[config.mk]
export PLATFORM = sky130hd
export DESIGN_NAME = led_fader
export DESIGN_NICKNAME = d
export VERILOG_FILES = /design/src/rtl/led_fader.sv
export SDC_FILE = /design/constraint.sdc
export NUM_CORES = 1
export LEC_CHECK = 0
export ABC_AREA = 1
export CORE_MARGIN = 1
export CORE_UTILIZATION = 50
export CTS_BUF_LIST = sky130_fd_sc_hd__clkbuf_8
export DETAILED_ROUTE_END_ITERATION = 10
export PLACE_DENSITY = 0.68
export SLEW_MARGIN = 10
export SYNTH_ARGS = -nofsm -noshare
export SYNTH_HDL_FRONTEND = slang
export SYNTH_SLANG_ARGS = --single-unit
export TNS_END_PERCENT = 10
[constraint.sdc]
create_clock -name clk -period 3.7 [get_ports clk]
set_input_delay 0.74 -clock clk [delete_from_list [all_inputs] [get_ports clk]]
set_output_delay 0.74 -clock clk [all_outputs]
set_load 0.03 [all_outputs]
[src/rtl/led_fader.sv]
// ----------------------------------------------------------------------------
// led_fader
// Per-LED PWM fade stage. Each pattern bit is an on/off brightness target; a
// per-channel brightness register ramps toward that target by one step per
// fade tick. Each pin is driven by comparing the channel duty against a shared
// free-running PWM counter, so pattern changes cross-fade instead of snapping.
//
// Optional feature macro: LED_FADER_GAMMA_EN
//   When defined, duty = (b*b) >> PWM_BITS through a registered stage, so leds
//   lag brightness by two cycles. When undefined, duty = b and leds lag it by
//   one cycle.
//
// Parameters
//   NLEDS      number of LED channels
//   PWM_BITS   width of the PWM counter and brightness registers
//   STEP_LOG2  fade tick period is 2^STEP_LOG2 clk cycles (1..24)
//
// Ports
//   clk           in   single clock, all state on posedge
//   resetn        in   synchronous active-low reset
//   pattern       in   [NLEDS]      target pattern, bit i=1 -> LED i full on
//   leds          out  [NLEDS]      registered PWM pin outputs
//   busy          out  1            registered, high while any channel fades
//   o_dbg_state   out  [2*NLEDS]    per-channel FSM state, channel i at [2i+:2]
//   o_dbg_bright  out  [NLEDS*PWM_BITS] per-channel brightness, channel i at
//                                   [i*PWM_BITS +: PWM_BITS]
//
// Handshake: none. pattern is a level input that may change on any cycle and
// is sampled unconditionally every clock; outputs are valid every cycle.
// ----------------------------------------------------------------------------
module led_fader #(
  parameter int NLEDS     = 8,
  parameter int PWM_BITS  = 8,
  parameter int STEP_LOG2 = 14
) (
  input  logic                      clk,
  input  logic                      resetn,
  input  logic [NLEDS-1:0]          pattern,
  output logic [NLEDS-1:0]          leds,
  output logic                      busy,
  output logic [2*NLEDS-1:0]        o_dbg_state,
  output logic [NLEDS*PWM_BITS-1:0] o_dbg_bright
);

  localparam logic [PWM_BITS-1:0] BMAX = '1;
  localparam logic [PWM_BITS-1:0] ONE  = PWM_BITS'(1);

  typedef enum logic [1:0] {
    ST_OFF     = 2'd0,
    ST_RISING  = 2'd1,
    ST_ON      = 2'd2,
    ST_FALLING = 2'd3
  } chan_state_t;

  logic [NLEDS-1:0]     r_pattern_q;
  logic [PWM_BITS-1:0]  r_pwm_cnt;
  logic [STEP_LOG2-1:0] r_pre_cnt;
  chan_state_t          r_state      [NLEDS];
  chan_state_t          w_state_nxt  [NLEDS];
  logic [PWM_BITS-1:0]  r_bright     [NLEDS];
  logic [PWM_BITS-1:0]  w_bright_nxt [NLEDS];
  logic [PWM_BITS-1:0]  w_duty       [NLEDS];
  logic [NLEDS-1:0]     w_moving;
  logic                 w_tick;

  assign w_tick = &r_pre_cnt;

  // Input register, PWM counter and fade prescaler; counters wrap naturally.
  always_ff @(posedge clk) begin
    if (!resetn) begin
      r_pattern_q <= '0;
      r_pwm_cnt   <= '0;
      r_pre_cnt   <= '0;
    end else begin
      r_pattern_q <= pattern;
      r_pwm_cnt   <= r_pwm_cnt + ONE;
      r_pre_cnt   <= r_pre_cnt + STEP_LOG2'(1);
    end
  end

  // Channel state register.
  always_ff @(posedge clk) begin
    if (!resetn) begin
      for (int i = 0; i < NLEDS; i++) begin
        r_state[i]  <= ST_OFF;
        r_bright[i] <= '0;
      end
    end else begin
      for (int i = 0; i < NLEDS; i++) begin
        r_state[i]  <= w_state_nxt[i];
        r_bright[i] <= w_bright_nxt[i];
      end
    end
  end

  // Channel next-state. A reversal takes priority over a tick so brightness
  // holds on the reversal cycle. A reversal can leave a channel moving while
  // already at the endpoint it is heading to (e.g. a 1-cycle pattern pulse);
  // such a channel settles on the next cycle without stepping, so b never wraps.
  always_comb begin
    for (int i = 0; i < NLEDS; i++) begin
      w_state_nxt[i]  = r_state[i];
      w_bright_nxt[i] = r_bright[i];
      case (r_state[i])
        ST_OFF: begin
          if (r_pattern_q[i]) w_state_nxt[i] = ST_RISING;
        end
        ST_RISING: begin
          if (!r_pattern_q[i]) begin
            w_state_nxt[i] = ST_FALLING;
          end else if (r_bright[i] == BMAX) begin
            w_state_nxt[i] = ST_ON;
          end else if (w_tick) begin
            w_bright_nxt[i] = r_bright[i] + ONE;
            if (r_bright[i] == BMAX - ONE) w_state_nxt[i] = ST_ON;
          end
        end
        ST_ON: begin
          if (!r_pattern_q[i]) w_state_nxt[i] = ST_FALLING;
        end
        ST_FALLING: begin
          if (r_pattern_q[i]) begin
            w_state_nxt[i] = ST_RISING;
          end else if (r_bright[i] == '0) begin
            w_state_nxt[i] = ST_OFF;
          end else if (w_tick) begin
            w_bright_nxt[i] = r_bright[i] - ONE;
            if (r_bright[i] == ONE) w_state_nxt[i] = ST_OFF;
          end
        end
        default: begin
          w_state_nxt[i]  = ST_OFF;
          w_bright_nxt[i] = '0;
        end
      endcase
    end
  end

  always_comb begin
    w_moving = '0;
    for (int i = 0; i < NLEDS; i++) begin
      w_moving[i] = (r_state[i] == ST_RISING) || (r_state[i] == ST_FALLING);
    end
  end

`ifdef LED_FADER_GAMMA_EN
  // Square-law duty, truncated back to PWM_BITS, registered for timing.
  logic [2*PWM_BITS-1:0] w_sq    [NLEDS];
  logic [PWM_BITS-1:0]   r_duty  [NLEDS];

  always_comb begin
    for (int i = 0; i < NLEDS; i++) begin
      w_sq[i] = {{PWM_BITS{1'b0}}, r_bright[i]} * {{PWM_BITS{1'b0}}, r_bright[i]};
    end
  end

  always_ff @(posedge clk) begin
    if (!resetn) begin
      for (int i = 0; i < NLEDS; i++) r_duty[i] <= '0;
    end else begin
      for (int i = 0; i < NLEDS; i++) r_duty[i] <= PWM_BITS'(w_sq[i] >> PWM_BITS);
    end
  end

  always_comb begin
    for (int i = 0; i < NLEDS; i++) w_duty[i] = r_duty[i];
  end
`else
  always_comb begin
    for (int i = 0; i < NLEDS; i++) w_duty[i] = r_bright[i];
  end
`endif

  // Strict '>' means duty 0 is always dark and duty BMAX has one dark cycle
  // per PWM period.
  always_ff @(posedge clk) begin
    if (!resetn) begin
      leds <= '0;
      busy <= 1'b0;
    end else begin
      for (int i = 0; i < NLEDS; i++) leds[i] <= (w_duty[i] > r_pwm_cnt);
      busy <= |w_moving;
    end
  end

  always_comb begin
    for (int i = 0; i < NLEDS; i++) begin
      o_dbg_state[2*i +: 2]                = r_state[i];
      o_dbg_bright[i*PWM_BITS +: PWM_BITS] = r_bright[i];
    end
  end

endmodule

After elaboration in Yosys (flattened, before gate mapping)
Memories as Yosys holds them, arrays and structs flattened.
Cells that the tools add are included.
{"block": "word_totals", "register_bits": 39, "ram_bits": 80, "input_bits": 10, "output_inout_bits": 89, "elab_cells": 285, "memories": 2}
{"memory": "r_bright", "depth": 8, "width": 8, "rd": 8, "rd_clocked_by_memory_dff": 0, "wr": 8, "line_no": "60", "text": "logic [PWM_BITS-1:0] r_bright [NLEDS];"}
{"memory": "r_state", "depth": 8, "width": 2, "rd": 8, "rd_clocked_by_memory_dff": 0, "wr": 8, "line_no": "58", "text": "chan_state_t r_state [NLEDS];"}
{"block": "op_classes", "n_addsub": 18, "magnitude_cmp": 8, "n_eq_ne": 48, "n_mux": 162, "bitwise_logic": 16, "reduce_logical": 26}
{"op": "2-to-1 mux 8 bit", "n": 56}
{"op": "2-to-1 mux 2 bit", "n": 88}
{"op": "equality test 8 bit, second input constant", "n": 16}
{"op": "one-hot mux 8 bit (2 select lines)", "n": 8}
{"op": "adder 8 x 1 -> 8 bit, second input constant", "n": 9}
{"op": "equality test 8 x 1 -> 1 bit, second input constant", "n": 8}
{"op": "greater-than comparator 8 bit", "n": 8}
{"op": "logical NOT 8 bit", "n": 8}
{"op": "one-hot mux 2 bit (4 select lines)", "n": 8}
{"op": "subtractor 8 x 1 -> 8 bit, second input constant", "n": 8}
{"op": "equality test 2 bit, second input constant", "n": 16}
{"op": "equality test 2 x 1 -> 1 bit, second input constant", "n": 8}
{"op": "logical NOT 2 bit", "n": 8}
{"op": "OR 1 bit", "n": 16}
{"op": "adder 14 x 1 -> 14 bit, second input constant", "n": 1}
{"op": "AND reduction 14 bit", "n": 1}
{"op": "logical OR 1 bit", "n": 8}
{"op": "OR reduction 8 bit", "n": 1}
{"op": "2-to-1 mux 1 bit", "n": 2}

Depth between registers and ports, before layout
Gate-level depths: netlist of run 1.
{"block": "logic_depth", "word_depth": 7, "mapped_depth": 14, "ltp_nobuf": 13}

Least setup slack after synthesis of run 1
No wires, ideal clock.
{"block": "synth_path", "path_kind": "register -> register", "start": "memory r_state[0][5] (netlist name)", "end": "memory r_bright[2][0] (netlist: r_bright[0][16])", "setup_ns": 0.131, "arrival_time_ns": 1.816, "required_ns": 3.569, "setup_slack_ns": 1.753, "path_stages_with_launch": 11, "n_path_buf": 1, "period_less_slack_ns": 1.947, "cell_sequence": "dfxtp_1 > ha_1 > buf_4 > clkinv_1 > nand2_1 > a21boi_1 > inv_1 > nor2_1 > nand2_1 > nand2_1 > a21oi_2"}
{"item": "start: declaration", "line_no": "58"}
{"item": "end: declaration", "line_no": "60"}

==> results of run 1 <==
-- cell families (layout without fill, tap and decap cells) --
logic type	count (synthesis)	in the layout	synth area share
AO/OA/AOI/OAI	180	180	0.0923
flip-flops	119	119	0.228
buffers and inverters	226	318	0.0855
XOR/XNOR	91	91	0.0761
adder cells (fa/ha/maj)	138	138	0.165
AND/OR/NAND/NOR	858	858	0.354
-- metal layers --
metal  wire, um  global-route usage  vias to the layer above
met5          0                   0                        -
met4        378              0.0661                        0
met3       1230              0.0354                       26
met2      12200               0.419                      214
met1      12700               0.337                     4627
li1           -                   -                     5315
-- where the power goes --
| group | switching [uW] | internal [uW] |
|---|---|---|
| Combinational | 2740 | 1670 |
| Clock | 576 | 882 |
| Sequential | 334 | 1520 |
| Total | 3650 | 4070 |
-- per-stage QoR --
stage,instances,cell area (um2),utilization
5_1_grt,1974,12100,0.594
6_report,1974,12100,0.594
3_5_place_dp,1942,11600,0.570
2_1_floorplan,1612,10500,-
4_1_cts,1974,12100,0.594
3_3_place_gp,1942,11600,0.570
-- layout make-up --
| class | instances | area (um2) |
|---|---|---|
| clock buffer | 18 | 248 |
| clock inverter | 14 | 230 |
| fill | 1933 | 8280 |
| inverter | 184 | 691 |
| multi-input combinational | 1267 | 7190 |
| sequential | 119 | 2380 |
| tap | 270 | 338 |
| timing repair buffer | 102 | 1010 |
-- flip-flops by register name, summed over array words and instances, names as in the netlist --
register,count
leds,8
r_bright,64
r_pattern_q,8
r_state,16
busy,1
r_pwm_cnt,8
r_pre_cnt,14
-- placed cells by master (no fill, tap or decap), drive strengths merged, types with 12 or more instances in the layout --
| cell | count |
|---|---|
| ha | 138 |
| xnor2 | 12 |
| inv | 184 |
| nand2 | 521 |
| a21oi | 120 |
| clkdlybuf4s50 | 97 |
| dfxtp | 119 |
| nor3 | 43 |
| xor2 | 79 |
| o21ai | 38 |
| nor2 | 168 |
| clkbuf | 18 |
| nand3 | 85 |
| nand4 | 34 |
-- worst max path at each step --
stage,start,to,slack (ns),cells after the start
after global routing,r_pre_cnt[0]$_SDFF_PN0_,r_bright[0][13]$_SDFFE_PN0P_,1.01,11
after floorplan,r_state[0][5]$_SDFFE_PN0P_,r_bright[0][16]$_SDFFE_PN0P_,1.75,10
after CTS,r_bright[0][18]$_SDFFE_PN0P_,o_dbg_bright[18],1.13,1
after global placement,r_pre_cnt[0]$_SDFF_PN0_,r_bright[1][11]$_SDFFE_PN0P_,1.36,12
after detailed placement,r_pre_cnt[0]$_SDFF_PN0_,r_bright[0][10]$_SDFFE_PN0P_,1.29,11
final,r_bright[1][4]$_SDFFE_PN0P_,o_dbg_bright[36],1.15,1
==> summary.md, run 1 <==
| Metric | Value |
|---|---|
| Total congestion overflow after global routing | `0` |
| Number of distinct standard cells referenced by the synthesized netlist | `35` |
| Worst setup path category | `reg -> out` |
| Worst path bufs/invs | `1` |
| Detailed-route via count | `10200` |
| Overall routed net length | `26500 um` |
| Cells on worst reg2reg path | `13` |
| Final-report max-slew violation count | `0` |
| Post-synth top flop | `dfxtp_1` |
| Class of the most critical hold timing path | `reg -> reg` |
| Number of clock sinks seen by CTS | `119` |
| Share of the synthesized area in the top cell type | `0.228` |
| Post-layout minimum cycle time | `2.55 ns` |
| Kind of cell adding the most delay to the critical path | `buffers and inverters` |
| Ports placed on the boundary | `99` |
| Launch instance of the worst register-to-register path | `r_pre_cnt[0]$_SDFF_PN0_` |
| Std cell rows | `52` |
| Final Net Count | `1839` |
| Highest fanout seen on the critical path | `11` |
| Final WS setup | `1.15 ns` |
| Yosys warning count | `0` |
| Placed wire-length estimate | `18900 um` |
| FF+latch count, synth | `119` |
| Die X-Extent | `147 um` |
| First-pass detailed-route iteration total | `5` |
| Mean routed wirelength per cell | `13.4 um` |
| Post-CTS Hold Buffers | `0` |
| Detailed router's first-iteration violation count | `480` |
| Worst hold slack | `0.457 ns` |
| Fin Setup TNS | `0 ns` |
| Slowest cell on the critical path | `clkdlybuf4s50_1` |
| Worst endpoint required time | `2.96 ns` |
| Data arrival time of the worst path | `1.81 ns` |
| Leading cell types by total area after synthesis | `dfxtp_1 23%, nand2_1 18%, ha_1 16%` |
| Final hold violations | `0` |
| Synth top cells by count | `511 x nand2_1, 174 x inv_1, 158 x nor2_1` |
| Proportion of synthesized chip area in sequential cells | `0.228` |
| Remaining max-slew budget at the tightest pin | `0.521` |
| Pin count of the biggest net entering global routing | `44` |
| Worst Hold End | `r_pre_cnt[0]$_SDFF_PN0_` |
| Max_cap viols | `0` |
| Synthesis-to-finish area growth | `15.5%` |
| Total power of the final layout | `7730 uW` |
| Height of the die | `147 um` |
| Status | `complete, no violations` |
| Number of buffers inserted during clock tree synthesis | `17` |
| Clock tree from TritonCTS | `yes` |
| DRC violations left | `0` |
| Unrepaired setup endpoints after global routing | `no` |
| Core area | `20400 um2` |
| Largest incremental delay on the critical path | `0.76 ns` |
| EDFF count, synth | `0` |
| Number of global-route vias before repair | `9167` |
| LEAKAGE | `0.00563 uW` |
| Launch instance of the worst min-delay path | `r_pre_cnt[0]$_SDFF_PN0_` |
| Max clock buf depth | `2` |
| Clock slew seen by the registers of the worst setup and hold paths | `0.08 ns` |
| Post-Syn Instances | `1612` |
| Initial Utilization | `0.514` |
| Terminus of the critical flop-to-flop path | `r_state[0][5]$_SDFFE_PN0P_` |
| Gp weighted congestion | `0.882` |
| Clock Tree Root | `clkbuf_8` |
| Die outline area | `21500 um2` |
| Most numerous cell in the Yosys netlist | `nand2_1` |
| Post_cts resized | `0` |
| Total routing usage reported by global routing | `0.251` |
| Worst voltage drop across the vdd grid | `0.000284 V` |
| Final setup fails | `0` |
| Netlist Area Pre-Place | `10500 um2` |
| Later-pin clock latency in the skew report | `0.45 ns` |
| Reg-to-reg slack, setup | `1.25 ns` |
| Wire length of the first global-routing pass | `44300 um` |
| Startpoint type of the worst setup path | `flop` |
| Maximum clock frequency | `393 MHz` |
| Clock skew | `0.00969 ns` |
| Worst hold path cell count | `1` |
| Layout cell share with drive strength beyond 1 | `0.0469` |
| Power density over cell area | `639 nW/um2` |
| Number of nets still failing antenna checks after routing | `0` |
| ANT cells | `0` |
| Initial antenna violation count | `0` |
| Number of port buffers | `98` |
| Buffers inserted by post-CTS timing repair | `0` |
| Post-DR vias/cell | `5.16` |
| Htree depth | `4` |
| Worst setup slack after placement | `1.29 ns` |
| Share of synthesized registers carrying an async set or reset | `0` |
| Crit share post-route | `0.688` |
| Cell accounting for the most synthesized area | `dfxtp_1` |
| Syn_nets | `1760` |
| Kind of end point of the critical path | `output pin` |
| Mean area per synthesized cell | `6.49 um2` |
| Worst Tran Pin Value | `0.717 ns` |
| List of cells traversed by the critical path | `clkdlybuf4s50_1` |
Power figures use the tool's default switching activity.
==> run 2: changes to the inputs <==
Settings changed: PLACE_DENSITY 0.68 to 0.71.
Clock period 3.7 ns to 2.25 ns, I/O delays scaled along.
==> run 2 against run 1 <==
- sequential share of layout area down 0.27 points
- setup slack worse by 1.1 ns
- critical path depth unchanged
- largest cell class unchanged
==> summary.md, run 2 (synthesis gave the netlist of run 1 again) <==
| Metric | Value |
|---|---|
| Status | `complete, no violations` |
| Startpoint type of the worst setup path | `flop` |
| List of cells traversed by the critical path | `clkdlybuf4s50_1` |
| Launch instance of the worst register-to-register path | `r_pre_cnt[0]$_SDFF_PN0_` |
| Initial Utilization | `0.514` |
| Max clock buf depth | `2` |
| Kind of end point of the critical path | `output pin` |
| Total congestion overflow after global routing | `0` |
| Detailed-route via count | `10300` |
| Largest incremental delay on the critical path | `0.75 ns` |
| Die X-Extent | `147 um` |
| ANT cells | `0` |
| Post-layout minimum cycle time | `2.19 ns` |
| Post-CTS Hold Buffers | `0` |
| Overall routed net length | `26800 um` |
| Buffers inserted by post-CTS timing repair | `0` |
| Synthesis-to-finish area growth | `17.1%` |
| Number of buffers inserted during clock tree synthesis | `17` |
| Total routing usage reported by global routing | `0.255` |
| Number of global-route vias before repair | `9263` |
| Worst voltage drop across the vdd grid | `0.000584 V` |
| Layout cell share with drive strength beyond 1 | `0.0603` |
| Kind of cell adding the most delay to the critical path | `buffers and inverters` |
| Worst Tran Pin Value | `0.652 ns` |
| CP startpoint | `r_bright[1][28]$_SDFFE_PN0P_` |
| Class of the most critical hold timing path | `reg -> reg` |
| Post_cts resized | `4` |
| Mean routed wirelength per cell | `13.4 um` |
| Worst path bufs/invs | `1` |
| First-pass detailed-route iteration total | `5` |
| Power density over cell area | `1040 nW/um2` |
| Post-DR vias/cell | `5.18` |
| Later-pin clock latency in the skew report | `0.45 ns` |
| Remaining max-slew budget at the tightest pin | `0.565` |
| Htree depth | `4` |
| Core area | `20400 um2` |
| Number of port buffers | `98` |
| Worst setup path category | `reg -> out` |
| DRC violations left | `0` |
| Clock tree from TritonCTS | `yes` |
| Met3 track demand over resource in global routing | `0.0301` |
| Biggest regs | `r_bright (64), r_state (16), r_pre_cnt (14)` |
| Clock slew seen by the registers of the worst setup and hold paths | `0.07 ns` |
| Met2 track demand over resource | `0.429` |
| Launch instance of the worst min-delay path | `r_pre_cnt[0]$_SDFF_PN0_` |
| Ports placed on the boundary | `99` |
| Final hold violations | `0` |
| Fill cell instance count of the final layout | `1942` |
| Met1 routing resource usage after global routing | `0.339` |
| End-of-flow core utilization | `0.602` |
| Placed wire-length estimate | `19300 um` |
| Initial antenna violation count | `0` |
| Detailed router's first-iteration violation count | `538` |
| Die outline area | `21500 um2` |
| Clock skew | `0.00917 ns` |
| Number of flip-flops under the largest register name | `64` |
| Clock Tree Root | `clkbuf_8` |
| Fin Setup TNS | `0 ns` |
| Number of nets still failing antenna checks after routing | `0` |
| Highest fanout seen on the critical path | `10` |
| Final-report max-slew violation count | `0` |
| Maximum clock frequency | `456 MHz` |
| Leading cell type in the layout, fill and taps excluded | `nand2_1` |
| Final Net Count | `1861` |
| Crit share post-route | `0.975` |
| Number of clock sinks seen by CTS | `119` |
| Busiest grt layer | `met2` |
| Gp weighted congestion | `0.865` |
| Most frequent cells in the layout | `511 x nand2_1, 173 x inv_1, 158 x nor2_1` |
| Max_cap viols | `0` |
| Largest register by flop count | `r_bright` |
| Unrepaired setup endpoints after global routing | `no` |
| Data arrival time of the worst path | `1.74 ns` |
| LEAKAGE | `0.00583 uW` |
| Wire length of the first global-routing pass | `44600 um` |
| Pin count of the biggest net entering global routing | `44` |
| Worst endpoint required time | `1.80 ns` |
| Std cell rows | `52` |
| Final setup fails | `0` |
| Height of the die | `147 um` |
| Slowest cell on the critical path | `clkdlybuf4s50_1` |
[run 2: metal layers]
| metal | part of all wire | routed length [um] |
|---|---|---|
| met1 | 0.47 | 12500 |
| met2 | 0.47 | 12600 |
| met3 | 0.045 | 1210 |
| met4 | 0.017 | 468 |
| met5 | 0 | 0 |
[run 2: worst paths after layout]
path / endpoint / slack, ns / cells after the start
worst max-delay path: o_dbg_bright[60] / 0.06 / 1
worst min-delay path: r_pre_cnt[0]$_SDFF_PN0_ / 0.46 / 1
worst max register to register: r_bright[1][18]$_SDFFE_PN0P_ / 0.25 / 12
worst min register to register: r_pre_cnt[0]$_SDFF_PN0_ / 0.46 / 1
[run 2: final cells by class]
class	instances	area, um2	share of cell area
clock buffers	19	262	0.0213
clock inverters	13	201	0.0164
inverters	184	691	0.0564
multi-input cells	1267	7200	0.588
flip-flops and latches	119	2380	0.194
well taps	270	338	0.0276
repair buffers	124	1180	0.0962
[run 2: worst reg2reg max path, stage by stage, from the launching register on]
cell and delay [ns]:
dfxtp_1 0.36, ha_1 0.18, nand2_1 0.07, inv_2 0.06, nand2_1 0.10, nor2_4 0.18
nand2_8 0.19, nand2_1 0.11, nand3_1 0.13, inv_1 0.08, nand2_1 0.21, nand2_1 0.13
a21oi_1 0.06
[run 2: per-stage QoR]
stage / hold slack, ns / std cells / area, um2 / setup WS [ns] / total power [uW]
final: 0.460 / 1996 / 12300 / 0.0558 / 12700
after global routing: 0.483 / 1996 / 12300 / 0.00119 / 13900
after CTS: 0.460 / 1996 / 12200 / 0.0166 / 12800
after detailed placement: 0.447 / 1964 / 11800 / 0.152 / 10400
after global placement: 0.428 / 1964 / 11800 / 0.175 / 10300
after floorplan: 0.418 / 1612 / 10500 / 0.303 / 8420
[run 2: power breakdown]
part           switching, uW  total (uW)  internal, uW
Clock                    953        2320          1370
Sequential               548        3040          2500
Combinational           4520        7350          2830
